### config.mk
export PLATFORM = sky130hd
export DESIGN_NAME = mcycle_unit
export DESIGN_NICKNAME = d
export VERILOG_FILES = /design/src/rtl/mcycle_pkg.sv /design/src/rtl/mcycle_addsub.sv /design/src/rtl/mcycle_unit.sv
export SDC_FILE = /design/constraint.sdc
export NUM_CORES = 1
export LEC_CHECK = 0
export ABC_AREA = 0
export BUFFER_PORTS_ARGS = -buffer_cell sky130_fd_sc_hd__buf_2
export CAP_MARGIN = 20
export CELL_PAD_IN_SITES_DETAIL_PLACEMENT = 0
export CELL_PAD_IN_SITES_GLOBAL_PLACEMENT = 2
export CORE_UTILIZATION = 33
export DETAILED_ROUTE_END_ITERATION = 10
export PLACE_DENSITY_LB_ADDON = 0.1
export SYNTH_ARGS = -nofsm -noshare
export SYNTH_HDL_FRONTEND = slang
export SYNTH_SLANG_ARGS = --single-unit
### constraint.sdc
create_clock -name CLK -period 4.6 [get_ports CLK]
set_input_delay 0.69 -clock CLK [delete_from_list [all_inputs] [get_ports CLK]]
set_output_delay 0.69 -clock CLK [all_outputs]
set_load 0.05 [all_outputs]
### src/rtl/mcycle_pkg.sv
// Shared definitions for the iterative multiply/divide unit.
// Holds the operation codes, the FSM state encoding and the counter sizing helper.
package mcycle_pkg;

    typedef enum logic [1:0] {
        OP_MUL  = 2'b00,
        OP_MULH = 2'b01,
        OP_DIV  = 2'b10,
        OP_REM  = 2'b11
    } op_e;

    typedef enum logic [2:0] {
        ST_IDLE = 3'd0,
        ST_PREP = 3'd1,
        ST_RUN  = 3'd2,
        ST_FIX  = 3'd3,
        ST_DONE = 3'd4
    } state_e;

    // Ceiling log2, used to size the iteration counter (holds WIDTH-1).
    function automatic int clog2(input int value);
        int result;
        int v;
        result = 0;
        v = value - 1;
        while (v > 0) begin
            result = result + 1;
            v = v >> 1;
        end
        return result;
    endfunction

endpackage

### src/rtl/mcycle_addsub.sv
// N-bit adder/subtractor with carry out, shared by the multiply and divide steps.
// With sub=1 the carry out is 1 exactly when a >= b (unsigned, no borrow).
module mcycle_addsub #(
    parameter int N = 33
) (
    input  logic [N-1:0] a,
    input  logic [N-1:0] b,
    input  logic         sub,
    output logic [N-1:0] sum,
    output logic         cout
);

    logic [N-1:0] b_x;

    assign b_x         = sub ? ~b : b;
    assign {cout, sum} = {1'b0, a} + {1'b0, b_x} + {{N{1'b0}}, sub};

endmodule

### src/rtl/mcycle_unit.sv
// Iterative multiply/divide unit: MUL, MULH, DIV, REM on signed or unsigned operands.
// Optional MCYCLE_EARLY_OUT_EN skips the iteration for zero multiply operands or a zero divisor.
module mcycle_unit
    import mcycle_pkg::*;
#(
    parameter int WIDTH = 32,
    parameter int TAG_W = 4
) (
    input  logic             CLK,
    input  logic             Reset,
    input  logic             Start,
    input  logic [1:0]       Op,
    input  logic             Signed,
    input  logic [WIDTH-1:0] Operand1,
    input  logic [WIDTH-1:0] Operand2,
    input  logic [TAG_W-1:0] TagIn,
    output logic [WIDTH-1:0] Result,
    output logic             Busy,
    output logic             Done,
    output logic [TAG_W-1:0] TagOut
);

    localparam int CNT_W = clog2(WIDTH);

    state_e             state;
    op_e                op_q;
    logic               signed_q;
    logic               neg_q;
    logic [WIDTH-1:0]   opa_q;   // multiplicand or divisor magnitude
    logic [WIDTH-1:0]   hi_q;    // product high half or partial remainder
    logic [WIDTH-1:0]   lo_q;    // multiplier/product low half or dividend/quotient
    logic [CNT_W-1:0]   count_q;

    logic               is_div;
    logic               sign1;
    logic               sign2;
    logic [WIDTH-1:0]   abs1;
    logic [WIDTH-1:0]   abs2;
    logic               early_out;

    logic [WIDTH:0]     as_a;
    logic [WIDTH:0]     as_b;
    logic [WIDTH:0]     as_sum;
    logic               as_cout;

    logic [WIDTH:0]     mul_acc;
    logic [WIDTH-1:0]   hi_next;
    logic [WIDTH-1:0]   lo_next;
    logic [2*WIDTH-1:0] prod_neg;
    logic [WIDTH-1:0]   fix_res;

    assign is_div = op_q[1];
    assign sign1  = signed_q & lo_q[WIDTH-1];
    assign sign2  = signed_q & opa_q[WIDTH-1];
    assign abs1   = sign1 ? -lo_q : lo_q;
    assign abs2   = sign2 ? -opa_q : opa_q;

`ifdef MCYCLE_EARLY_OUT_EN
    assign early_out = is_div ? (opa_q == '0) : ((lo_q == '0) || (opa_q == '0));
`else
    assign early_out = 1'b0;
`endif

    // Multiply adds the multiplicand to the high half; divide subtracts the divisor
    // from the left-shifted partial remainder.
    assign as_a = is_div ? {hi_q, lo_q[WIDTH-1]} : {1'b0, hi_q};
    assign as_b = {1'b0, opa_q};

    mcycle_addsub #(
        .N(WIDTH + 1)
    ) u_addsub (
        .a   (as_a),
        .b   (as_b),
        .sub (is_div),
        .sum (as_sum),
        .cout(as_cout)
    );

    // NOTE: every always_comb output gets a default first so no path leaves it unassigned (no latch).
    always_comb begin
        mul_acc = lo_q[0] ? as_sum : {1'b0, hi_q};
        hi_next = mul_acc[WIDTH:1];
        lo_next = {mul_acc[0], lo_q[WIDTH-1:1]};
        if (is_div) begin
            hi_next = as_cout ? as_sum[WIDTH-1:0] : as_a[WIDTH-1:0];
            lo_next = {lo_q[WIDTH-2:0], as_cout};
        end
    end

    assign prod_neg = -{hi_q, lo_q};

    always_comb begin
        fix_res = lo_q;
        case (op_q)
            OP_MUL:  fix_res = neg_q ? prod_neg[WIDTH-1:0] : lo_q;
            OP_MULH: fix_res = neg_q ? prod_neg[2*WIDTH-1:WIDTH] : hi_q;
            OP_DIV:  fix_res = neg_q ? -lo_q : lo_q;
            OP_REM:  fix_res = neg_q ? -hi_q : hi_q;
            default: fix_res = lo_q;
        endcase
    end

    // NOTE: sequential state uses non-blocking assignments so every register samples pre-edge values.
    always_ff @(posedge CLK or posedge Reset) begin
        if (Reset) begin
            state    <= ST_IDLE;
            op_q     <= OP_MUL;
            signed_q <= 1'b0;
            neg_q    <= 1'b0;
            opa_q    <= '0;
            hi_q     <= '0;
            lo_q     <= '0;
            count_q  <= '0;
            Result   <= '0;
            Busy     <= 1'b0;
            Done     <= 1'b0;
            TagOut   <= '0;
        end else begin
            Done <= 1'b0;
            case (state)
                ST_IDLE: begin
                    if (Start) begin
                        op_q     <= op_e'(Op);
                        signed_q <= Signed;
                        lo_q     <= Operand1;
                        opa_q    <= Operand2;
                        TagOut   <= TagIn;
                        Busy     <= 1'b1;
                        state    <= ST_PREP;
                    end
                end
                ST_PREP: begin
                    hi_q    <= '0;
                    count_q <= CNT_W'(WIDTH - 1);
                    if (is_div) begin
                        lo_q  <= abs1;
                        opa_q <= abs2;
                    end else begin
                        lo_q  <= abs2;
                        opa_q <= abs1;
                    end
                    // A zero divisor must yield an all-ones quotient, so it is never negated.
                    if (op_q == OP_DIV && opa_q == '0) begin
                        neg_q <= 1'b0;
                    end else if (op_q == OP_REM) begin
                        neg_q <= sign1;
                    end else begin
                        neg_q <= sign1 ^ sign2;
                    end
                    if (early_out) begin
                        // Preload the architectural answer and let FIX pass it through.
                        neg_q <= 1'b0;
                        if (is_div) begin
                            hi_q <= lo_q;
                            lo_q <= '1;
                        end else begin
                            lo_q <= '0;
                        end
                        state <= ST_FIX;
                    end else begin
                        state <= ST_RUN;
                    end
                end
                ST_RUN: begin
                    hi_q <= hi_next;
                    lo_q <= lo_next;
                    if (count_q == '0) begin
                        state <= ST_FIX;
                    end else begin
                        count_q <= count_q - 1'b1;
                    end
                end
                ST_FIX: begin
                    Result <= fix_res;
                    Busy   <= 1'b0;
                    Done   <= 1'b1;
                    state  <= ST_DONE;
                end
                ST_DONE: begin
                    state <= ST_IDLE;
                end
                default: begin
                    state <= ST_IDLE;
                end
            endcase
        end
    end

endmodule

==> summary.md, run 1 <==
| Metric | Value |
|---|---|
| Status | `complete, no violations` |
| Starting Density | `33.42%` |
| FP Rows | `75` |
| Die Y | `208.1 µm` |
| Layout cell share with drive strength beyond 1 | `~15%` |
| Post-DRT Antenna Nets | `0` |
| Synth Area in Adders | `about 3.4%` |
| Async set-reset flop share out of synthesis | `100.0%` |
| Post-synth top area share | `a little over a quarter` |
| Slew HR | `44.98%` |
| Main flop type after synthesis | `dfrtp_1` |
| Number of global-route vias before repair | `roughly 14,000` |
| Crit path launch type | `flip-flop` |
| Vias post-DR | `roughly 14,000` |
| Final Skew | `0.02261 ns` |
| Router iterations before antenna repair | `6` |
| Final wirelength | `about 62,000 µm` |
| Clk Tree Root Cell | `clkbuf_16` |
| Critical-path maximum fanout | `43` |
| Total die area | `0.04330 mm²` |
| Nets@finish | `1,944` |
| Clock transition at path regs | `0.08 ns` |
| RSZ-0062 raised after global routing | `no` |
| Netlist cell types | `82` |
| Register area share after synthesis | `26.06%` |
| Worst r2r path cells | `12` |
| Multiplexer share of the synthesized area | `8.551%` |
| Yosys reg bits | `146` |
| Global Route Usage Sum | `28.52%` |
| Max Slew Vio Count | `0` |
| Clk sinks | `146` |
| Routed WL per cell | `25.96 µm` |
| Flop2flop setup slack | `about 0.47 ns` |
| CTS Buffer Depth | `2` |
| First-pass GRT wire length | `91,340 µm` |
| Gp weighted congestion | `0.9142` |
| Max_cap viols | `0` |
| Largest net degree at the start of global routing | `69` |
| Synth Area in XOR/XNOR | `9.747%` |
| TritonCTS clock tree | `done` |
| Warnings from Yosys | `0` |
| Die Span X | `208.1 µm` |
| Area Growth Syn to Fin | `11.54%` |
| Final Cycle Share | `89.88%` |
| Crit path time final | `4.134 ns` |
| Post-Synth Simple-Gate Area | `20.55%` |
| Core box area | `0.04195 mm²` |
| Final setup violation count | `0` |
| Worst-margin pin slew | `approximately 0.82 ns` |
| Main combinational cell family by area after synthesis | `compound AO/OA/AOI/OAI gates` |
| CP Data Arrival Time | `4.47 ns` |
| Port bufs | `111` |
| Mapped Cells | `approximately 1,800` |
| Detailed-placement wirelength estimate | `approximately 48,000 µm` |
| Avg Vias per Cell | `5.947` |
| I/O Pins | `112` |
| DRC viols | `0` |
| Setup Crit Path Kind | `reg -> reg` |
| Setup TNS | `0 ns` |
| Fmax | `241.9 MHz` |
| Synth area leader | `dfrtp_1` |
| Synth Area in Compound Gates | `25.85%` |
| Cts hold-fix bufs | `0` |
| Dominant cells by area after synthesis | `dfrtp_1 26%, nand2_1 6.6%, xor2_1 5.6%` |
| CTS Buf Count | `17` |
| Critical Path Sink Type | `flip-flop` |
| Initial drt markers | `1,183` |
| Endpoints failing hold | `0` |
| Inserted Diodes | `0` |
| Total gr overflow | `0` |
| Post-Synthesis Cell Area | `0.01402 mm²` |
| Max H-tree Level | `4` |
| Post-CTS sizing | `0` |
| Initial antenna violation count | `1` |
| Syn_area_per_cell | `7.676 µm²` |
| Skew-Pair Late Insertion Delay | `0.47 ns` |
| Required @ worst endpoint | `4.93 ns` |
| # Post-CTS Setup Buffers | `0` |
| Syn_nets | `1,937` |
| HP Class | `in -> async` |
| EDFF count, synth | `0` |
## stage by stage
| stage | cells | setup WS (ns) | instance area (µm²) | hold slack, ns | util (%) |
|---|---|---|---|---|---|
| finish | 2385 | 0.4655 | 15640 | 0.2642 | 37.27 |
| global route | 2385 | 0.08793 | 15640 | 0.2878 | 37.27 |
| CTS | 2385 | 0.5097 | 15640 | 0.2671 | 37.27 |
| detailed placement | 2353 | 0.5570 | 15060 | 0.4623 | 35.89 |
| global placement | 2353 | 0.5823 | 15060 | 0.4526 | 35.89 |
| floorplan | 1826 | 0.2695 | 14020 | 0.4688 | - |
## sequential cells by signal, summed over array words and instances, names as in the netlist
| signal | flops |
|---|---|
| Done | 1 |
| lo_q | 32 |
| Busy | 1 |
| op_q | 2 |
| neg_q | 1 |
| count_q | 5 |
| TagOut | 4 |
| opa_q | 32 |
| signed_q | 1 |
| state | 3 |
| hi_q | 32 |
| Result | 32 |
## critical path, stage by stage, from the launching register on
cell      delay (ns)
dfrtp_4         0.77
buf_12          0.30
xor2_1          0.18
ha_1            0.29
a21oi_1         0.20
o21ai_0         0.13
o311ai_0        0.63
nand2_1         0.26
a31oi_1         0.54
o21ai_1         0.11
buf_4           0.19
a211oi_1        0.24
o22ai_1         0.10
## Yosys cell counts (all sizes together) (11+ instances only)
| master | count |
|---|---|
| a211oi | 26 |
| a21o | 17 |
| a21oi | 127 |
| a221oi | 15 |
| a31oi | 43 |
| and3 | 12 |
| buf | 28 |
| clkbuf | 152 |
| dfrtp | 146 |
| ha | 36 |
| inv | 30 |
| mux2 | 46 |
| mux2i | 68 |
| nand2 | 248 |
| nand3 | 19 |
| nand3b | 15 |
| nand4 | 16 |
| nor2 | 147 |
| nor2b | 11 |
| nor3 | 43 |
| nor4 | 22 |
| o21a | 15 |
| o21ai | 152 |
| o221ai | 33 |
| o22ai | 14 |
| o31ai | 25 |
| o41ai | 11 |
| or3 | 15 |
| or4 | 14 |
| xnor2 | 66 |
| xor2 | 90 |
## final cells by class
cell class / instances / area (µm²)
tap: 539 / 674.4
inverter: 32 / 123.9
clock buffer: 19 / 442.9
fill: 4441 / 26310
multi-input combinational: 1468 / 9578
sequential: 146 / 3659
clock inverter: 13 / 136.4
timing repair buffer: 168 / 1021
## worst paths after layout
check / end / start
worst min register to register: Result[1] / Result[1]
worst max-delay path: hi_q[0] / op_q[1]
max in group asynchronous: hi_q[2] / Reset
worst min-delay path: Done / Reset
worst max register to register: hi_q[0] / op_q[1]
min in group CLK: TagOut[2] / TagIn[2]
## cells in the final DEF, fill, tap and decap left out, drive strengths merged, types with 30 or more instances in the layout
master | synthesis | routed
a21oi | 127 | 127
a31oi | 43 | 43
buf | 28 | 168
xor2 | 90 | 90
nor3 | 43 | 43
xnor2 | 66 | 66
ha | 36 | 36
nand2 | 248 | 248
o221ai | 33 | 33
o21ai | 152 | 152
mux2 | 46 | 46
inv | 30 | 30
dfrtp | 146 | 146
nor2 | 147 | 147
mux2i | 68 | 68
## kinds of logic after synthesis
logic type                 after synthesis
DFF                                    146
and+or+nand+nor                        604
AOI/OAI and AO/OA                      557
muxes                                  114
xor gates and xnor gates               156
buffers and inverters                  212
adders and majority gates               37
## layer usage
| layer | GRT usage, % | wire length [µm] | vias to the layer above |
|---|---|---|---|
| li1 | - | - | 6651 |
| met5 | 0 | 0 | - |
| met3 | 4.574 | 3262 | 91 |
| met2 | 45.87 | 28560 | 461 |
| met1 | 37.62 | 27380 | 6981 |
| met4 | 12.67 | 2705 | 0 |
Power of run 1 is not shown: default switching activity piles up to over one toggle a cycle in this logic, so the estimate is an artifact.
==> run 2, diff against run 1 <==
- BUFFER_PORTS_ARGS: -buffer_cell sky130_fd_sc_hd__buf_2 -> -buffer_cell sky130_fd_sc_hd__buf_4
==> summary.md, run 2 (synthesis results as in run 1) <==
| Metric | Value |
|---|---|
| Nets@finish | `1,947 (+0.15%)` |
| Critical path, cell by cell | `mux2_2 > ha_1 > o211ai_1 > a21oi_1 > o41ai_1 > a21oi_1 > buf_4 > xor2_1 > nand2_1 > o211a_1 > o41ai_1` |
| Critical-path maximum fanout | `50 (+16%)` |
| Most common cell after layout, fill and taps aside | `nand2_1` |
| Avg Vias per Cell | `6.015 (+1.1%)` |
| Global Route Usage Sum | `28.90% (+0.38 points)` |
| Post-DRT Antenna Nets | `0 (unchanged)` |
| Slew HR | `35.07% (-9.9 points)` |
| I/O Pins | `112 (unchanged)` |
| RSZ-0062 raised after global routing | `no` |
| Endpoints failing hold | `0 (unchanged)` |
| Final wirelength | `62,870 µm (+1.5%)` |
| Max Slew Vio Count | `0 (unchanged)` |
| Final Cycle Share | `90.78% (+0.90 points)` |
| Cts hold-fix bufs | `0 (unchanged)` |
| Die Span X | `208.1 µm (unchanged)` |
| CTS Buf Count | `17 (unchanged)` |
| DRC viols | `4 (+4)` |
| Worst hold path depth | `3` |
| Status | `finished with violations` |
| Post-CTS sizing | `0 (unchanged)` |
| Max_cap viols | `0 (unchanged)` |
| Total die area | `0.04330 mm² (unchanged)` |
| TritonCTS clock tree | `done` |
| Starting Density | `33.42% (unchanged)` |
| First-pass GRT wire length | `92,700 µm (+1.5%)` |
| Clk sinks | `146 (unchanged)` |
| Worst Path Buf+Inv | `1 (-1)` |
| DP Area | `0.01534 mm² (+1.9%)` |
| FP Rows | `75 (unchanged)` |
| Worst path max stage delay | `0.87 ns (+0.10 ns)` |
| Crit path time final | `4.176 ns (+0.04133 ns)` |
| Min-delay src | `TagIn[3]` |
| CP Data Arrival Time | `4.51 ns (+0.04 ns)` |
| Initial antenna violation count | `0 (-1)` |
| CP top delay family | `compound AO/OA/AOI/OAI gates` |
| CTS Buffer Depth | `2 (unchanged)` |
| FF-to-FF End | `hi_q[15]` |
| Port bufs | `111 (unchanged)` |
| Fmax | `239.5 MHz (-0.99%)` |
| Setup TNS | `0 ns (unchanged)` |
| Flop2flop setup slack | `0.42 ns (-0.04 ns)` |
| Routed WL per cell | `26.30 µm (+1.3%)` |
| Worst-margin pin slew | `0.9740 ns (+0.1561 ns)` |
| Area Growth Syn to Fin | `13.71%` |
| Detailed-placement wirelength estimate | `47,680 µm (about the same)` |
| Most frequent cells in the layout | `248 x nand2_1, 168 x buf_4, 146 x nor2_1` |
| Number of global-route vias before repair | `13,582 (-0.60%)` |
| Worst r2r path cells | `11 (-1)` |
| Router iterations before antenna repair | `8 (+2)` |
| Non-Filler Cell Area, Final | `0.01594 mm² (+1.9%)` |
| Clk Tree Root Cell | `clkbuf_16` |
| Startpoint of the worst register-to-register path | `op_q[1]` |
| Layout cell share with drive strength beyond 1 | `15.09% (+0.084 points)` |
| # Post-CTS Setup Buffers | `0 (unchanged)` |
| Critical Path Sink Type | `flip-flop` |
| Crit path launch type | `flip-flop` |
| Final setup violation count | `0 (unchanged)` |
| WHS Endpoint | `TagOut[3]` |
| HP Class | `in -> reg` |
| Slowest CP cell | `dfrtp_4` |
| Required @ worst endpoint | `4.94 ns (about the same)` |
| Gp weighted congestion | `0.8815 (-3.6%)` |
| Vias post-DR | `14,375 (+1.3%)` |
| Total gr overflow | `0 (unchanged)` |
| Largest net degree at the start of global routing | `147 (+110%)` |
| Max H-tree Level | `4 (unchanged)` |
| Failing checks | `DRC` |
| Clock transition at path regs | `0.07 ns (about the same)` |
| Setup Crit Path Kind | `reg -> reg` |
| Initial drt markers | `1,361 (+15%)` |
| Die Y | `208.1 µm (unchanged)` |
| Core box area | `0.04195 mm² (unchanged)` |
| Final Skew | `0.01171 ns (-0.01090 ns)` |
| Skew-Pair Late Insertion Delay | `0.46 ns (about the same)` |
[run 2: cell types whose count changed in the layout (fill, tap and decap cells not counted), sizes merged]
cell / previous run / this run
buf: 168 / 170
bufinv: 2 / 3
clkbuf: 19 / 20
clkinv: 11 / 8
clkinvlp: 2 / 3
diode: 0 / 2
inv: 30 / 31
[run 2: metrics by stage]
step	hold WS [ns]	worst slack (ns)	std cells	util [%]
detailed placement	0.4642	0.4422	2355	36.56
floorplan	0.4688	0.2695	1826	-
global placement	0.4607	0.4474	2355	36.56
global route	0.4184	0.1562	2388	37.99
finish	0.4265	0.4242	2390	38.00
CTS	0.4003	0.4102	2387	37.97
[run 2: worst max path at each step]
stage | start | end | slack (ns) | cells past startpoint
after floorplan | op_q[1] | hi_q[31] | 0.27 | 16
after global placement | op_q[1] | hi_q[29] | 0.45 | 12
after detailed placement | op_q[1] | hi_q[29] | 0.44 | 12
after CTS | op_q[1] | hi_q[29] | 0.41 | 12
after global routing | op_q[1] | hi_q[31] | 0.16 | 10
final | op_q[1] | hi_q[15] | 0.42 | 11
[run 2: final cells by class]
class                      count  area [µm²]
antenna                        2       5.005
clock buffer                  19       432.9
inverter                      32       123.9
clock inverter                13       160.2
tap                          539       674.4
fill                        4423       26010
sequential                   146        3659
multi-input combinational   1468        9578
timing repair buffer         171        1306
[run 2: per-layer routing]
layer | track usage (%) | vias to the layer above | wire (µm)
li1 | - | 6650 | -
met1 | 38.94 | 7145 | 27830
met2 | 47.94 | 499 | 30090
met3 | 3.200 | 81 | 3061
met4 | 9.834 | 0 | 1886
met5 | 0 | - | 0
[run 2: tightest hold or removal path, stage by stage]
cell and delay [ns]:
buf_4 0.08, nand2_1 0.04, nand2_1 0.05
Power of run 2 is left out for the same reason.
==> run 3, diff against run 2 <==
- CORE_UTILIZATION: 33 -> 34
- CTS_BUF_LIST: default -> sky130_fd_sc_hd__clkbuf_2
==> summary.md, run 3 (synthesis results as in run 1) <==
| Metric | Value |
|---|---|
| Final setup violation count | `0 (unchanged)` |
| Status | `finished with violations` |
| Crit path launch type | `flip-flop` |
| Final core utilization | `38.97% (+0.98 points)` |
| WHS Endpoint | `opa_q[19]` |
| Clk Tree Root Cell | `clkbuf_2` |
| Failing checks | `DRC` |
| Slowest CP cell | `dfrtp_4` |
| Required @ worst endpoint | `5.36 ns (+0.42 ns)` |
| CTS Buf Count | `17 (unchanged)` |
| Die Span X | `205.0 µm (-1.5%)` |
| Setup Crit Path Kind | `reg -> reg` |
| Most frequent cells in the layout | `248 x nand2_1, 160 x buf_4, 146 x nor2_1` |
| Worst r2r path cells | `13 (+2)` |
| Fmax | `238.2 MHz (-0.53%)` |
| Final Cycle Share | `91.27% (+0.49 points)` |
| # fillers | `4,342 (-1.8%)` |
| CP top delay family | `simple AND/OR/NAND/NOR gates` |
| Crit-path most repeated cell | `buf_4` |
| FF-to-FF End | `hi_q[22]` |
| Critical path, cell by cell | `buf_4 > xor2_1 > ha_1 > nand2_1 > nor4_1 > o311ai_0 > buf_4 > a21oi_1 > nor3_4 > nand2_1 > buf_4 > nor2_1 > o41ai_1` |
| Clk sinks | `146 (unchanged)` |
| Die Y | `205.0 µm (-1.5%)` |
| # Post-CTS Setup Buffers | `0 (unchanged)` |
| Worst Path Buf+Inv | `3 (+2)` |
| Final Skew | `0.07641 ns (+0.06470 ns)` |
| TritonCTS clock tree | `done` |
| Final wirelength | `61,750 µm (-1.8%)` |
| RSZ-0062 raised after global routing | `no` |
| Critical-path maximum fanout | `39 (-22%)` |
| Max_cap viols | `0 (unchanged)` |
| Crit path time final | `4.198 ns (+0.02243 ns)` |
| Total gr overflow | `0 (unchanged)` |
| Clock transition at path regs | `0.29 ns (+0.22 ns)` |
| CP Data Arrival Time | `4.96 ns (+0.45 ns)` |
| Non-Filler Cell Area, Final | `0.01588 mm² (-0.38%)` |
| Initial antenna violation count | `1 (+1)` |
| Startpoint of the worst register-to-register path | `op_q[1]` |
| Core box area | `0.04074 mm² (-2.9%)` |
| Worst path max stage delay | `0.83 ns (-0.04 ns)` |
| Detailed-placement wirelength estimate | `47,180 µm (-1.0%)` |
| I/O Pins | `112 (unchanged)` |
| Flop2flop setup slack | `0.40 ns (-0.02 ns)` |
| Placed insts | `2,341 (-0.59%)` |
| Avg Vias per Cell | `5.959 (-0.92%)` |
| HP Class | `in -> reg` |
| CTS Buffer Depth | `2 (unchanged)` |
| Post-DRT Antenna Nets | `0 (unchanged)` |
| Largest net degree at the start of global routing | `100 (-32%)` |
| Max Slew Vio Count | `0 (unchanged)` |
| Gp weighted congestion | `0.9175 (+4.1%)` |
| Max H-tree Level | `4 (unchanged)` |
| Router iterations before antenna repair | `8 (unchanged)` |
| Worst hold path depth | `3 (unchanged)` |
| Starting Density | `34.41% (+0.99 points)` |
| Skew-Pair Late Insertion Delay | `0.91 ns (+0.45 ns)` |
| Worst-margin pin slew | `1.005 ns (+0.03079 ns)` |
| Final Non-Filler Cells | `2,404 (+0.59%)` |
| Setup TNS | `0 ns (unchanged)` |
| Port bufs | `111 (unchanged)` |
| Nets@finish | `1,969 (+1.1%)` |
| Area Growth Syn to Fin | `13.27%` |
| Most common cell after layout, fill and taps aside | `nand2_1` |
| Endpoints failing hold | `0 (unchanged)` |
| DRC viols | `3 (-1)` |
| Slew HR | `32.85% (-2.2 points)` |
| Routed WL per cell | `25.69 µm (-2.4%)` |
| Number of global-route vias before repair | `13,595 (+0.096%)` |
| Initial drt markers | `1,247 (-8.4%)` |
| Min-delay src | `Operand2[19]` |
| Layout cell share with drive strength beyond 1 | `14.64% (-0.44 points)` |
| FP Rows | `74 (-1.3%)` |
| Vias post-DR | `14,326 (-0.34%)` |
| DP Area | `0.01529 mm² (-0.32%)` |
| First-pass GRT wire length | `91,060 µm (-1.8%)` |
| Critical Path Sink Type | `flip-flop` |
| Total die area | `0.04204 mm² (-2.9%)` |
| Global Route Usage Sum | `29.58% (+0.68 points)` |
[run 3: cell types whose count changed in the layout (fill, tap and decap cells not counted), moves of 2 or more]
| cell | before | now |
|---|---|---|
| dlygate4sd3_1 | 0 | 30 |
| buf_4 | 168 | 160 |
| clkbuf_16 | 17 | 0 |
| clkbuf_2 | 1 | 19 |
| clkbuf_1 | 2 | 0 |
| clkinv_4 | 2 | 4 |
[run 3: worst max-delay path by stage]
stage               slack (ns)     from  depth (start not counted)       end
floorplan                 0.27  op_q[1]                         16  hi_q[31]
global placement          0.57  op_q[1]                         11  hi_q[22]
detailed placement        0.52  op_q[1]                         13  hi_q[22]
CTS                       0.38  op_q[1]                         13  hi_q[22]
global route              0.13  op_q[1]                         13  hi_q[22]
finish                    0.40  op_q[1]                         13  hi_q[22]
[run 3: repair_timing]
| item | CTS | global route |
|---|---|---|
| setup endpoints to repair | 0 | 2 |
| gates resized for setup | 0 | 1 |
| hold endpoints to repair | 165 | 0 |
| hold buffers | 30 | 0 |
[run 3: worst min-delay path, stage by stage]
cell     delay (ns)
buf_4          0.11
nand2_1        0.06
a31oi_1        0.07
[run 3: stage by stage]
stage,setup WS (ns),hold WS (ns)
2_1_floorplan,0.2695,0.4688
3_3_place_gp,0.5718,0.4591
3_5_place_dp,0.5209,0.4687
4_1_cts,0.3821,0.004585
5_1_grt,0.1285,0.003621
6_report,0.4018,0.07279
[run 3: per-layer routing]
layer / vias to the layer above / routed length (µm) / track usage [%]
met5: - / 0 / 0
met4: 0 / 2839 / 13.76
met3: 86 / 3128 / 3.150
met2: 520 / 29150 / 48.23
met1: 7031 / 26630 / 39.04
li1: 6689 / - / -
[run 3: layout make-up]
class                      count  area [µm²]  share of cell area, %
clock buffer                  19       95.09                 0.5989
tap                          532       665.6                  4.192
clock inverter                13       186.4                  1.174
antenna                        1       2.502                0.01576
sequential                   146        3659                  23.04
timing repair buffer         193        1562                  9.835
multi-input combinational   1468        9584                  60.36
inverter                      32       123.9                 0.7801
Power of run 3 is left out for the same reason.
